$ cat config.mk
export PLATFORM = sky130hd
export DESIGN_NAME = mem_access_unit_flat
export DESIGN_NICKNAME = d
export VERILOG_FILES = /design/src/rtl/mem_access_unit_if.sv /design/src/rtl/mem_access_unit.sv /design/src/flat_wrapper.sv
export SDC_FILE = /design/constraint.sdc
export NUM_CORES = 1
export LEC_CHECK = 0
export ABC_AREA = 1
export CORE_UTILIZATION = 36
export DETAILED_ROUTE_END_ITERATION = 10
export GPL_TIMING_DRIVEN = 0
export MAX_ROUTING_LAYER = met4
export PLACE_DENSITY = 0.75
export SLEW_MARGIN = 5
export SYNTH_ARGS = -nofsm -noshare
export SYNTH_HDL_FRONTEND = slang
export SYNTH_SLANG_ARGS = --single-unit
$ cat constraint.sdc
create_clock -name clk -period 1.23 [get_ports clk]
set_input_delay 0.246 -clock clk [delete_from_list [all_inputs] [get_ports clk]]
set_output_delay 0.246 -clock clk [all_outputs]
set_load 0.02 [all_outputs]
$ cat src/rtl/mem_access_unit_if.sv
// mem_access_unit_if -- bundle of the decode-side request, memory-side and write-back
// signals of the memory access unit.
//
// Signal summary:
//   ld_req, st_req      decoded load / store present
//   addr, st_data       data-memory address and store operand
//   ld_dst              destination register code of the load
//   mem_req, mem_we     memory request and write strobe
//   mem_addr, mem_wdata registered memory address and write data
//   mem_rdata, mem_ack  memory read data and completion
//   load_data, load_en, load_dst  register-file write-back
//   stall               holds fetch/decode and the PC
//   err                 sticky timeout flag
//
// Modports: slave = the unit itself, master = pipeline/memory side driving it.
interface mem_access_unit_if;
    logic       ld_req;
    logic       st_req;
    logic [7:0] addr;
    logic [7:0] st_data;
    logic [3:0] ld_dst;
    logic       mem_req;
    logic       mem_we;
    logic [7:0] mem_addr;
    logic [7:0] mem_wdata;
    logic [7:0] mem_rdata;
    logic       mem_ack;
    logic [7:0] load_data;
    logic       load_en;
    logic [3:0] load_dst;
    logic       stall;
    logic       err;

    modport slave (
        input  ld_req, st_req, addr, st_data, ld_dst, mem_rdata, mem_ack,
        output mem_req, mem_we, mem_addr, mem_wdata, load_data, load_en, load_dst, stall, err
    );

    modport master (
        output ld_req, st_req, addr, st_data, ld_dst, mem_rdata, mem_ack,
        input  mem_req, mem_we, mem_addr, mem_wdata, load_data, load_en, load_dst, stall, err
    );
endinterface

$ cat src/rtl/mem_access_unit.sv
// mem_access_unit -- sequences one load or store at a time against a data memory with a
// request/acknowledge handshake, writes load results back to the register file and stalls
// the front end while a transaction is outstanding.
//
// Ports:
//   clk     input   system clock, all state changes on posedge
//   start   input   asynchronous active-high reset
//   io_bus  slave   request, memory and write-back signals (see mem_access_unit_if)
//
// Optional feature: define MEM_ACCESS_TIMEOUT_EN to abort a memory wait after 15 cycles
// without acknowledge and raise the sticky err flag. Without it the unit waits forever
// and err is tied low.
module mem_access_unit (
    input  logic                     clk,
    input  logic                     start,
    mem_access_unit_if.slave         io_bus
);

    localparam logic [1:0] ST_IDLE    = 2'd0;
    localparam logic [1:0] ST_RD_WAIT = 2'd1;
    localparam logic [1:0] ST_WR_WAIT = 2'd2;
    localparam logic [1:0] ST_RD_DONE = 2'd3;

    logic [1:0] r_state;
    logic [1:0] w_state_next;
    logic [7:0] r_mem_addr;
    logic [7:0] r_mem_wdata;
    logic [7:0] r_load_data;
    logic [3:0] r_load_dst;
    logic       w_waiting;
    logic       w_accept;
    logic       w_timeout;

    assign w_waiting = (r_state == ST_RD_WAIT) || (r_state == ST_WR_WAIT);
    assign w_accept  = (r_state == ST_IDLE) && (io_bus.st_req || io_bus.ld_req);

`ifdef MEM_ACCESS_TIMEOUT_EN
    logic [3:0] r_tmo_cnt;
    logic       r_err;

    // Fires on the 15th consecutive unacknowledged wait cycle; the counter reaches 15 at
    // the same edge the state is forced out of the wait.
    assign w_timeout = w_waiting && !io_bus.mem_ack && (r_tmo_cnt == 4'd14);

    always_ff @(posedge clk or posedge start) begin
        if (start) begin
            r_tmo_cnt <= 4'd0;
            r_err     <= 1'b0;
        end else begin
            // Waits are only entered from IDLE, so clearing there clears on entry.
            if (r_state == ST_IDLE) begin
                r_tmo_cnt <= 4'd0;
            end else if (w_waiting && !io_bus.mem_ack) begin
                r_tmo_cnt <= r_tmo_cnt + 4'd1;
            end
            if (w_timeout) begin
                r_err <= 1'b1;
            end
        end
    end

    assign io_bus.err = r_err;
`else
    assign w_timeout  = 1'b0;
    assign io_bus.err = 1'b0;
`endif

    always_comb begin
        w_state_next = r_state;
        case (r_state)
            ST_IDLE: begin
                // Store wins; a concurrent load is still held by the stalled requester.
                if (io_bus.st_req) begin
                    w_state_next = ST_WR_WAIT;
                end else if (io_bus.ld_req) begin
                    w_state_next = ST_RD_WAIT;
                end
            end
            ST_RD_WAIT: begin
                if (io_bus.mem_ack || w_timeout) begin
                    w_state_next = ST_RD_DONE;
                end
            end
            ST_WR_WAIT: begin
                if (io_bus.mem_ack || w_timeout) begin
                    w_state_next = ST_IDLE;
                end
            end
            ST_RD_DONE: w_state_next = ST_IDLE;
            default:    w_state_next = ST_IDLE;
        endcase
    end

    always_ff @(posedge clk or posedge start) begin
        if (start) begin
            r_state <= ST_IDLE;
        end else begin
            r_state <= w_state_next;
        end
    end

    always_ff @(posedge clk or posedge start) begin
        if (start) begin
            r_mem_addr  <= 8'h00;
            r_mem_wdata <= 8'h00;
            r_load_data <= 8'h00;
            r_load_dst  <= 4'h0;
        end else begin
            if (w_accept) begin
                r_mem_addr <= io_bus.addr;
                r_load_dst <= io_bus.ld_dst;
                if (io_bus.st_req) begin
                    r_mem_wdata <= io_bus.st_data;
                end
            end
            if (r_state == ST_RD_WAIT) begin
                if (io_bus.mem_ack) begin
                    r_load_data <= io_bus.mem_rdata;
                end else if (w_timeout) begin
                    r_load_data <= 8'h00;
                end
            end
        end
    end

    // Decoded straight from the state register so the async reset drops them at once.
    assign io_bus.mem_req   = w_waiting;
    assign io_bus.mem_we    = (r_state == ST_WR_WAIT);
    assign io_bus.load_en   = (r_state == ST_RD_DONE);
    assign io_bus.mem_addr  = r_mem_addr;
    assign io_bus.mem_wdata = r_mem_wdata;
    assign io_bus.load_data = r_load_data;
    assign io_bus.load_dst  = r_load_dst;

    // Store release happens in the ack cycle itself, hence the combinational mem_ack term.
    assign io_bus.stall = w_accept
                        || (r_state == ST_RD_WAIT)
                        || ((r_state == ST_WR_WAIT) && !io_bus.mem_ack);

endmodule
$ cat src/flat_wrapper.sv
// flat-port wrapper written by rule: the top's interface ports become plain ports
module mem_access_unit_flat 
  (clk, start, io_bus_ld_req, io_bus_st_req, io_bus_addr, io_bus_st_data, io_bus_ld_dst, io_bus_mem_rdata, io_bus_mem_ack, io_bus_mem_req, io_bus_mem_we, io_bus_mem_addr, io_bus_mem_wdata, io_bus_load_data, io_bus_load_en, io_bus_load_dst, io_bus_stall, io_bus_err);
  mem_access_unit_if io_bus_i ();
  input  logic clk;
  input  logic start;
  input wire logic [$bits(io_bus_i.ld_req)-1:0] io_bus_ld_req;
  input wire logic [$bits(io_bus_i.st_req)-1:0] io_bus_st_req;
  input wire logic [$bits(io_bus_i.addr)-1:0] io_bus_addr;
  input wire logic [$bits(io_bus_i.st_data)-1:0] io_bus_st_data;
  input wire logic [$bits(io_bus_i.ld_dst)-1:0] io_bus_ld_dst;
  input wire logic [$bits(io_bus_i.mem_rdata)-1:0] io_bus_mem_rdata;
  input wire logic [$bits(io_bus_i.mem_ack)-1:0] io_bus_mem_ack;
  output wire logic [$bits(io_bus_i.mem_req)-1:0] io_bus_mem_req;
  output wire logic [$bits(io_bus_i.mem_we)-1:0] io_bus_mem_we;
  output wire logic [$bits(io_bus_i.mem_addr)-1:0] io_bus_mem_addr;
  output wire logic [$bits(io_bus_i.mem_wdata)-1:0] io_bus_mem_wdata;
  output wire logic [$bits(io_bus_i.load_data)-1:0] io_bus_load_data;
  output wire logic [$bits(io_bus_i.load_en)-1:0] io_bus_load_en;
  output wire logic [$bits(io_bus_i.load_dst)-1:0] io_bus_load_dst;
  output wire logic [$bits(io_bus_i.stall)-1:0] io_bus_stall;
  output wire logic [$bits(io_bus_i.err)-1:0] io_bus_err;
  assign io_bus_i.ld_req = io_bus_ld_req;
  assign io_bus_i.st_req = io_bus_st_req;
  assign io_bus_i.addr = io_bus_addr;
  assign io_bus_i.st_data = io_bus_st_data;
  assign io_bus_i.ld_dst = io_bus_ld_dst;
  assign io_bus_i.mem_rdata = io_bus_mem_rdata;
  assign io_bus_i.mem_ack = io_bus_mem_ack;
  assign io_bus_mem_req = io_bus_i.mem_req;
  assign io_bus_mem_we = io_bus_i.mem_we;
  assign io_bus_mem_addr = io_bus_i.mem_addr;
  assign io_bus_mem_wdata = io_bus_i.mem_wdata;
  assign io_bus_load_data = io_bus_i.load_data;
  assign io_bus_load_en = io_bus_i.load_en;
  assign io_bus_load_dst = io_bus_i.load_dst;
  assign io_bus_stall = io_bus_i.stall;
  assign io_bus_err = io_bus_i.err;
  mem_access_unit u_core (.clk(clk), .start(start), .io_bus(io_bus_i));
endmodule
==> summary.txt, run 1 <==
Setup path
  – RR Endpoint: u_core.io_bus.mem_wdata[0]$_DFFE_PP0P_
  – Buffers & Inverters on Critical Path: 3
  – Largest stage delay, worst path: around 0.44 ns
  – Depth of the critical timing path with buffers and inverters included: 6
  – Max FO, Critical Path: 3
  – Capture point of the critical path: io_bus_stall
  – Number of cell instances on the worst register-to-register path: 8
  – Arrival time at the worst endpoint: approximately 1.4 ns
  – Worst setup startpoint: u_core.r_state[0]$_DFFE_PP0P_
  – Slowest cell on crit path: sky130_fd_sc_hd__dfrtp_1
  – Category of the worst setup path capture point: output pin
  – Setup slack of the worst register-to-register path: -0.14 ns
  – Required time of the critical path: 0.98 ns
  – Kind of critical path: reg -> out
  – Critical Path, Cell by Cell: inv_2 -> ha_4 -> o21ai_4 -> buf_6 -> nand2_2 -> buf_4
  – Cell family contributing the most delay on the critical path: flip-flops
  – Startpoint of the lowest-slack register-to-register path: u_core.r_state[0]$_DFFE_PP0P_
  – Nature of the critical path startpoint: flip-flop

Pwr
  – IR drop worst, VDD: approximately 1400 uV
  – Internal Dissipation: 3630 uW
  – Switching power: roughly 2500 uW
  – Sequential power share: approximately 29%
  – Total power density per cell area: 2620 nW/um^2
  – Combinational fraction of design power: 55.6%
  – Total chip power: between 6000 and 7000 uW
  – Switching share of power: 41.1%
  – Clock share of power: ~16%
  – Cell leakage power: about 0.0012 uW

Layout
  – Final Core Density: 67.8%
  – Commonest non-fill, non-tap cells in the layout: sky130_fd_sc_hd__nand2_1 (37), sky130_fd_sc_hd__clkdlybuf4s50_1 (30), sky130_fd_sc_hd__dfrtp_1 (30)
  – Synthesis-to-layout area growth: 72.5%
  – Inserted Diodes: 0
  – Most common library cell in the layout ignoring fill and taps: sky130_fd_sc_hd__nand2_1
  – Layout cell share with drive strength beyond 1: a little under two fifths
  – Final Net Count: 274
  – Final-layout fill cell count: approximately 290

Status
  – Run status: finished, violations left
  – Violated checks: negative setup slack

Yosys
  – Post-synthesis cell type count: 16
  – Netlist Area Pre-Place: between 1000 and 1500 sq um
  – Synthesized area per cell: about 9 sq um
  – Mux share of post-synthesis cell area: 0%
  – Flip-flop and latch count after synthesis: 30
  – Number of warnings issued by yosys: 0
  – Synth Area in Simple Gates: a little under a fifth
  – Share of synthesized cell area in full adder, half adder and majority cells: 4.59%
  – XOR/XNOR share of the synthesized area: 0%
  – Number of cells produced by synthesis: approximately 150
  – Main combinational cell family by area after synthesis: simple AND/OR/NAND/NOR gates
  – Yosys top cell by area: sky130_fd_sc_hd__dfrtp_1
  – Cells taking the most area after synthesis: sky130_fd_sc_hd__dfrtp_1 (55%), sky130_fd_sc_hd__nand2_1 (14%), sky130_fd_sc_hd__inv_1 (6.9%)
  – Compound-gate portion of the synthesized area: between 10 and 15%
  – Share of Yosys cell area claimed by the top area cell type: 55.1%
  – Share of synthesized area occupied by flip-flops and latches: 55.1%
  – Net count of the mapped netlist: 190

Clock network
  – Clock latency of the later-clocked register in the worst-skew pair: approximately 0.28 ns
  – Post-CTS Hold Fix Bufs: 0
  – Clock sink count: 30
  – Maximum buffer depth of the clock tree: 2
  – TritonCTS clock tree: done
  – Clock edge transition at the registers on the reported setup and hold paths: roughly 0.07 ns
  – Htree depth: 2
  – CTS root buf: sky130_fd_sc_hd__clkbuf_8
  – CTS Buf Count: 5

Detailed routing
  – Post-DR wirelength/cell: roughly 12 um
  – Overall routed net length: 3.42 mm
  – Number of antenna-violating nets in the routed design: 0
  – DRC errors left: 0
  – Number of detailed-routing iterations run before antenna repair: 4
  – Drt via density: ~4.4
  – Number of design-rule violations left by the first detailed-router iteration: 71
  – Via count of the routed design: 1,244

Job
  – Total of max-cap violations: 0

Global route
  – Antenna violations before repair: 0
  – Global route total overflow: 0
  – Largest net degree at the start of global routing: 31
  – Via count of the first global-routing pass: approximately 1.1k
  – GR Util All Layers: between 15 and 20%
  – First-pass GRT wire length: ~5.2 mm

Placed design
  – HPWL reported at the end of detailed placement: 2.27 mm
  – RD Place Congestion: about 0.77
  – Port Buf Inserts: 63

STA
  – Max Clock Skew: between 0.007 and 0.008 ns
  – Sum of negative setup slack: -3.60 ns
  – Final Cycle Share: 130%
  – Actual slew at the worst max-slew pin: between 0.6 and 0.7 ns
  – Final critical-path setup slack: -0.374 ns
  – Worst slew margin relative to its limit: between 50 and 60%
  – Max Clk Rate: about 620 MHz
  – Final count of negative-setup-slack endpoints: 32
  – RSZ-0062 raised after global routing: true
  – Max Slew Vio Count: 0
  – Min Clock Period, post-route: around 1.6 ns
  – Final Hold Vio Count: 0

Floorplanning
  – Horizontal die dimension: approximately 64 um
  – Starting density of the core: about 39%
  – Die span in y: 63.5 um
  – Total die area: between 4000 and 5000 sq um
  – Count of boundary I/O pins: 66
  – Row count: 21
  – Std-Cell Core Area: 3470 sq um

Hold path
  – Class of the tightest hold or removal check: in -> reg
==> area by class of cell <==
type                    instances  area (sq um)  area share [%]
plain buffers                   6          65.1            2.77
clock buffers                   5          68.8            2.93
clock inverters                 3          40.0            1.70
inverters                      25          97.6            4.15
multi-input cells              91           587            25.0
flip-flops and latches         30           751            31.9
well taps                      46          57.6            2.45
repair buffers                 77           684            29.1
==> registers in the layout (all words and copies together), names as in the netlist <==
signal                   cells
u_core.io_bus.mem_wdata      8
u_core.io_bus.load_dst       4
u_core.io_bus.mem_addr       8
u_core.r_state               2
u_core.io_bus.load_data      8
==> metal layers <==
metal / routed length [um] / track usage (%)
met5: 0 / -
met2: 1780 / 28.2
met1: 1440 / 20.5
met4: 66 / 6.82
met3: 132 / 6.70
==> worst min-delay path by stage <==
| stage | from | endpoint | cells after the start |
|---|---|---|---|
| 2_1_floorplan | start | u_core.io_bus.load_data[0]$_DFFE_PP0P_ | 1 |
| 3_3_place_gp | u_core.io_bus.load_data[1]$_DFFE_PP0P_ | u_core.io_bus.load_data[1]$_DFFE_PP0P_ | 2 |
| 6_report | io_bus_mem_ack | u_core.io_bus.load_data[5]$_DFFE_PP0P_ | 3 |
| 3_5_place_dp | u_core.io_bus.load_data[5]$_DFFE_PP0P_ | u_core.io_bus.load_data[5]$_DFFE_PP0P_ | 2 |
| 4_1_cts | io_bus_mem_ack | u_core.io_bus.load_data[2]$_DFFE_PP0P_ | 3 |
| 5_1_grt | io_bus_mem_ack | u_core.io_bus.load_data[5]$_DFFE_PP0P_ | 3 |
==> worst reg2reg max path, stage by stage (launching register included) <==
cell and delay (ns):
sky130_fd_sc_hd__dfrtp_1 0.44, sky130_fd_sc_hd__inv_2 0.12, sky130_fd_sc_hd__ha_4 0.15, sky130_fd_sc_hd__buf_4 0.11
sky130_fd_sc_hd__buf_6 0.11, sky130_fd_sc_hd__nand2_8 0.07, sky130_fd_sc_hd__buf_8 0.17, sky130_fd_sc_hd__nand2_4 0.05
sky130_fd_sc_hd__o21ai_2 0.04
==> logic make-up after synthesis <==
family,after synthesis
AO/OA/AOI/OAI,22
other,1
buffers and inverters,31
flip-flops,30
AND/OR/NAND/NOR,63
adder cells (fa/ha/maj),5
==> cells in the mapped netlist <==
master / number
sky130_fd_sc_hd__dfrtp_1: 30
sky130_fd_sc_hd__conb_1: 1
sky130_fd_sc_hd__ha_1: 5
sky130_fd_sc_hd__buf_2: 2
sky130_fd_sc_hd__inv_1: 25
sky130_fd_sc_hd__nor2_1: 1
sky130_fd_sc_hd__nand2_2: 1
sky130_fd_sc_hd__o21ai_1: 12
sky130_fd_sc_hd__buf_6: 3
sky130_fd_sc_hd__o21ai_0: 1
sky130_fd_sc_hd__o21ai_4: 1
sky130_fd_sc_hd__buf_4: 1
sky130_fd_sc_hd__a21oi_1: 1
sky130_fd_sc_hd__o21ai_2: 7
sky130_fd_sc_hd__nand2_1: 50
sky130_fd_sc_hd__nand3_1: 11
==> repair_timing <==
item / 4_1_cts / 5_1_grt
gates resized for setup: 73 / 60
pin swaps: 3 / 1
cloned: 1 / 1
buffers inserted: 9 / 3
endpoints found under the setup margin: 73 / 59
==> per-stage QoR <==
| stage | setup slack [ns] | instances | cell area [sq um] | hold slack, ns |
|---|---|---|---|---|
| after floorplan | 0.00778 | 152 | 1390 | 0.337 |
| after global placement | -0.906 | 261 | 2080 | 0.452 |
| after detailed placement | -0.898 | 261 | 2080 | 0.457 |
| after CTS | -0.354 | 279 | 2290 | 0.299 |
| after global routing | -0.434 | 283 | 2350 | 0.295 |
| final | -0.374 | 283 | 2350 | 0.304 |
==> power by group through the flow <==
stage	combinational, uW	clock, uW	sequential (uW)
after global placement	3050	0	1710
final	3430	953	1780
after global routing	3680	1050	1840
after CTS	3150	981	1710
after detailed placement	3080	0	1730
after floorplan	1230	0	2260
No activity file was read; power rests on OpenSTA's default activity.
==> run 2: changes to the inputs <==
--- a/config.mk
+++ b/config.mk
@@ -7,6 +7,7 @@
 export LEC_CHECK = 0
 export ABC_AREA = 1
 export CORE_UTILIZATION = 36
+export CTS_CLUSTER_DIAMETER = 80
 export DETAILED_ROUTE_END_ITERATION = 10
 export GPL_TIMING_DRIVEN = 0
 export MAX_ROUTING_LAYER = met4
==> constraint.sdc (replaced) <==
create_clock -name clk -period 1.23 [get_ports clk]
set_input_delay 0.246 -clock clk [delete_from_list [all_inputs] [get_ports clk]]
set_output_delay 0.246 -clock clk [all_outputs]
set_load 0.005 [all_outputs]
==> run 2 against run 1 <==
Compared with the run above: the flow still finishes with violations (negative setup slack); sequential share of layout area is 0.24 points higher; clock power is 18% lower; global-route usage is 2.6 points lower; combinational power is 22% lower; critical path depth is 1 lower; setup slack better by 0.029 ns; sequential power is 4% lower.
==> summary.txt, run 2 (synthesized netlist as in run 1, its figures left out) <==
STA
  – Tightest hold margin: 0.325 ns (was 0.304 ns)
  – Max Clk Rate: 635 MHz (was 623 MHz)
  – Final Hold Vio Count: 0 (unchanged)
  – Final critical-path setup slack: -0.345 ns (was -0.374 ns)
  – Final Cycle Share: 128% (was 130%)
  – Worst slew margin relative to its limit: 56.4% (was 57.8%)
  – Actual slew at the worst max-slew pin: 0.652 ns (was 0.632 ns)
  – Final count of negative-setup-slack endpoints: 33 (was 32)
  – Min Clock Period, post-route: 1.58 ns (was 1.60 ns)
  – RSZ-0062 raised after global routing: true (unchanged)
  – Max Slew Vio Count: 0 (unchanged)
  – Max Clock Skew: 0.00529 ns (was 0.00766 ns)

Setup path
  – Critical Path, Cell by Cell: ha_4 -> buf_8 -> a21oi_4 -> nand2_2 -> buf_2 (was inv_2 -> ha_4 -> o21ai_4 -> buf_6 -> nand2_2 -> buf_4)
  – Number of cell instances on the worst register-to-register path: 7 (was 8)
  – RR Endpoint: u_core.io_bus.mem_wdata[0]$_DFFE_PP0P_ (unchanged)
  – Startpoint of the lowest-slack register-to-register path: u_core.r_state[0]$_DFFE_PP0P_ (unchanged)
  – Required time of the critical path: 0.98 ns (about the same)
  – Worst setup startpoint: u_core.r_state[0]$_DFFE_PP0P_ (unchanged)
  – Kind of critical path: reg -> out (unchanged)
  – Slowest cell on crit path: sky130_fd_sc_hd__dfrtp_2 (was sky130_fd_sc_hd__dfrtp_1)
  – Max FO, Critical Path: 4 (was 3)
  – Largest stage delay, worst path: 0.46 ns (was 0.44 ns)
  – Arrival time at the worst endpoint: 1.33 ns (was 1.36 ns)
  – Setup slack of the worst register-to-register path: -0.17 ns (was -0.14 ns)
  – Category of the worst setup path capture point: output pin (unchanged)
  – Nature of the critical path startpoint: flip-flop (unchanged)

Hold path
  – Count of cells along the worst hold path: 3 (unchanged)
  – Origin of the worst min-delay path: io_bus_mem_ack (unchanged)
  – End of the worst hold path: u_core.io_bus.load_data[4]$_DFFE_PP0P_ (was u_core.io_bus.load_data[5]$_DFFE_PP0P_)
  – Class of the tightest hold or removal check: in -> reg (unchanged)

Placed design
  – Post-placement cell area: 2060 sq um (was 2080 sq um)
  – Port Buf Inserts: 63 (unchanged)
  – Minimum setup slack after placement: -0.836 ns (was -0.898 ns)
  – HPWL reported at the end of detailed placement: 2.07 mm (was 2.27 mm)
  – RD Place Congestion: 0.684 (was 0.769)

Detailed routing
  – Number of antenna-violating nets in the routed design: 0 (unchanged)
  – Number of design-rule violations left by the first detailed-router iteration: 71 (unchanged)
  – Via count of the routed design: 1,229 (was 1,244)
  – Overall routed net length: 3.03 mm (was 3.42 mm)
  – DRC errors left: 0 (unchanged)
  – Drt via density: 4.37 (was 4.40)
  – Number of detailed-routing iterations run before antenna repair: 4 (unchanged)
  – Post-DR wirelength/cell: 10.8 um (was 12.1 um)

Clock network
  – CTS Buf Count: 5 (unchanged)
  – CTS root buf: sky130_fd_sc_hd__clkbuf_8 (unchanged)
  – Clock sink count: 30 (unchanged)
  – Clock edge transition at the registers on the reported setup and hold paths: 0.06 ns (was 0.07 ns)
  – Clock latency of the later-clocked register in the worst-skew pair: 0.27 ns (was 0.28 ns)
  – Maximum buffer depth of the clock tree: 2 (unchanged)
  – Htree depth: 2 (unchanged)
  – TritonCTS clock tree: done (unchanged)

Status
  – Run status: finished, violations left (unchanged)
  – Violated checks: negative setup slack (unchanged)

Floorplanning
  – Std-Cell Core Area: 3470 sq um (unchanged)
  – Total die area: 4030 sq um (unchanged)
  – Row count: 21 (unchanged)
  – Die span in y: 63.5 um (unchanged)
  – Count of boundary I/O pins: 66 (unchanged)
  – Horizontal die dimension: 63.5 um (unchanged)
  – Starting density of the core: 39.3% (unchanged)

Global route
  – Antenna violations before repair: 0 (unchanged)
  – Via count of the first global-routing pass: 1,098 (was 1,143)
  – First-pass GRT wire length: 4.72 mm (was 5.24 mm)
  – GR Util All Layers: 15.3% (was 17.9%)
  – Largest net degree at the start of global routing: 31 (unchanged)
  – Global route total overflow: 0 (unchanged)

Layout
  – Most common library cell in the layout ignoring fill and taps: sky130_fd_sc_hd__nand2_1 (unchanged)
  – Layout cell share with drive strength beyond 1: 23.4% (was 36.7%)
  – Cell area after layout: 2340 sq um (was 2350 sq um)
  – Commonest non-fill, non-tap cells in the layout: sky130_fd_sc_hd__nand2_1 (46), sky130_fd_sc_hd__clkdlybuf4s50_1 (31), sky130_fd_sc_hd__dfrtp_1 (29) (was sky130_fd_sc_hd__nand2_1 (37), sky130_fd_sc_hd__clkdlybuf4s50_1 (30), sky130_fd_sc_hd__dfrtp_1 (30))
  – Synthesis-to-layout area growth: 71.5% (was 72.5%)
  – Final-layout fill cell count: 285 (was 287)
  – Final Core Density: 67.4% (was 67.8%)
  – Final Net Count: 272 (was 274)
  – Inserted Diodes: 0 (unchanged)

Job
  – Total of max-cap violations: 0 (unchanged)

Pwr
  – Cell leakage power: 0.00123 uW (about the same)
  – Total power density per cell area: 2210 nW/um^2 (was 2620 nW/um^2)
  – IR drop worst, VDD: 1310 uV (was 1380 uV)
  – Total chip power: 5160 uW (was 6160 uW)
## run 2: area by class of cell
type / count / area, sq um / area share (%)
inverter: 25 / 100 / 4.28
sequential: 30 / 752 / 32.2
tap: 46 / 57.6 / 2.46
timing repair buffer: 75 / 696 / 29.8
multi-input combinational: 91 / 572 / 24.5
buffer: 6 / 68.8 / 2.94
clock buffer: 7 / 86.3 / 3.69
clock inverter: 1 / 5.00 / 0.214
## run 2: worst max path at each step
stage / endpoint / slack, ns / cells past startpoint
after detailed placement: io_bus_stall / -0.84 / 5
after global routing: io_bus_stall / -0.41 / 5
after global placement: io_bus_stall / -0.82 / 5
after CTS: io_bus_stall / -0.34 / 6
final: io_bus_stall / -0.35 / 5
after floorplan: u_core.r_state[0]$_DFFE_PP0P_ / -0.02 / 6
## run 2: what timing repair did
action | 4_1_cts | 5_1_grt
endpoints found under the setup margin | 87 | 34
pin swaps | 5 | 5
hold buffers | 0 | 0
resized for setup | 62 | 18
buffers inserted | 9 | 5
## run 2: per-layer routing
layer	up-vias	track usage (%)	part of all wire (%)
met5	-	-	0
met4	0	4.26	1.1
met3	4	4.71	6.9
met2	44	25.1	49
met1	556	17.9	43
li1	625	-	-
## run 2: worst max-delay path: cells and delay by family (launching register included)
kind,cells,cell delay (ns)
flip-flops,1,0.46
AO/OA/AOI/OAI,1,0.11
AND/OR/NAND/NOR,1,0.06
buffers and inverters,2,0.24
adder cells (fa/ha/maj),1,0.19
## run 2: per-stage QoR
step                std cells  setup TNS [ns]
floorplan                 152          -0.234
global placement          261          -20.44
detailed placement        261          -20.42
CTS                       278           -2.12
global route              281           -4.54
finish                    281           -2.37
## run 2: report_power, final
group	internal [uW]	leakage (uW)	total [uW]	switching (uW)
clock	450	0.0000482	782	332
combinational	1480	0.000808	2670	1190
sequential	1460	0.000371	1700	244
total	3390	0.00123	5160	1770
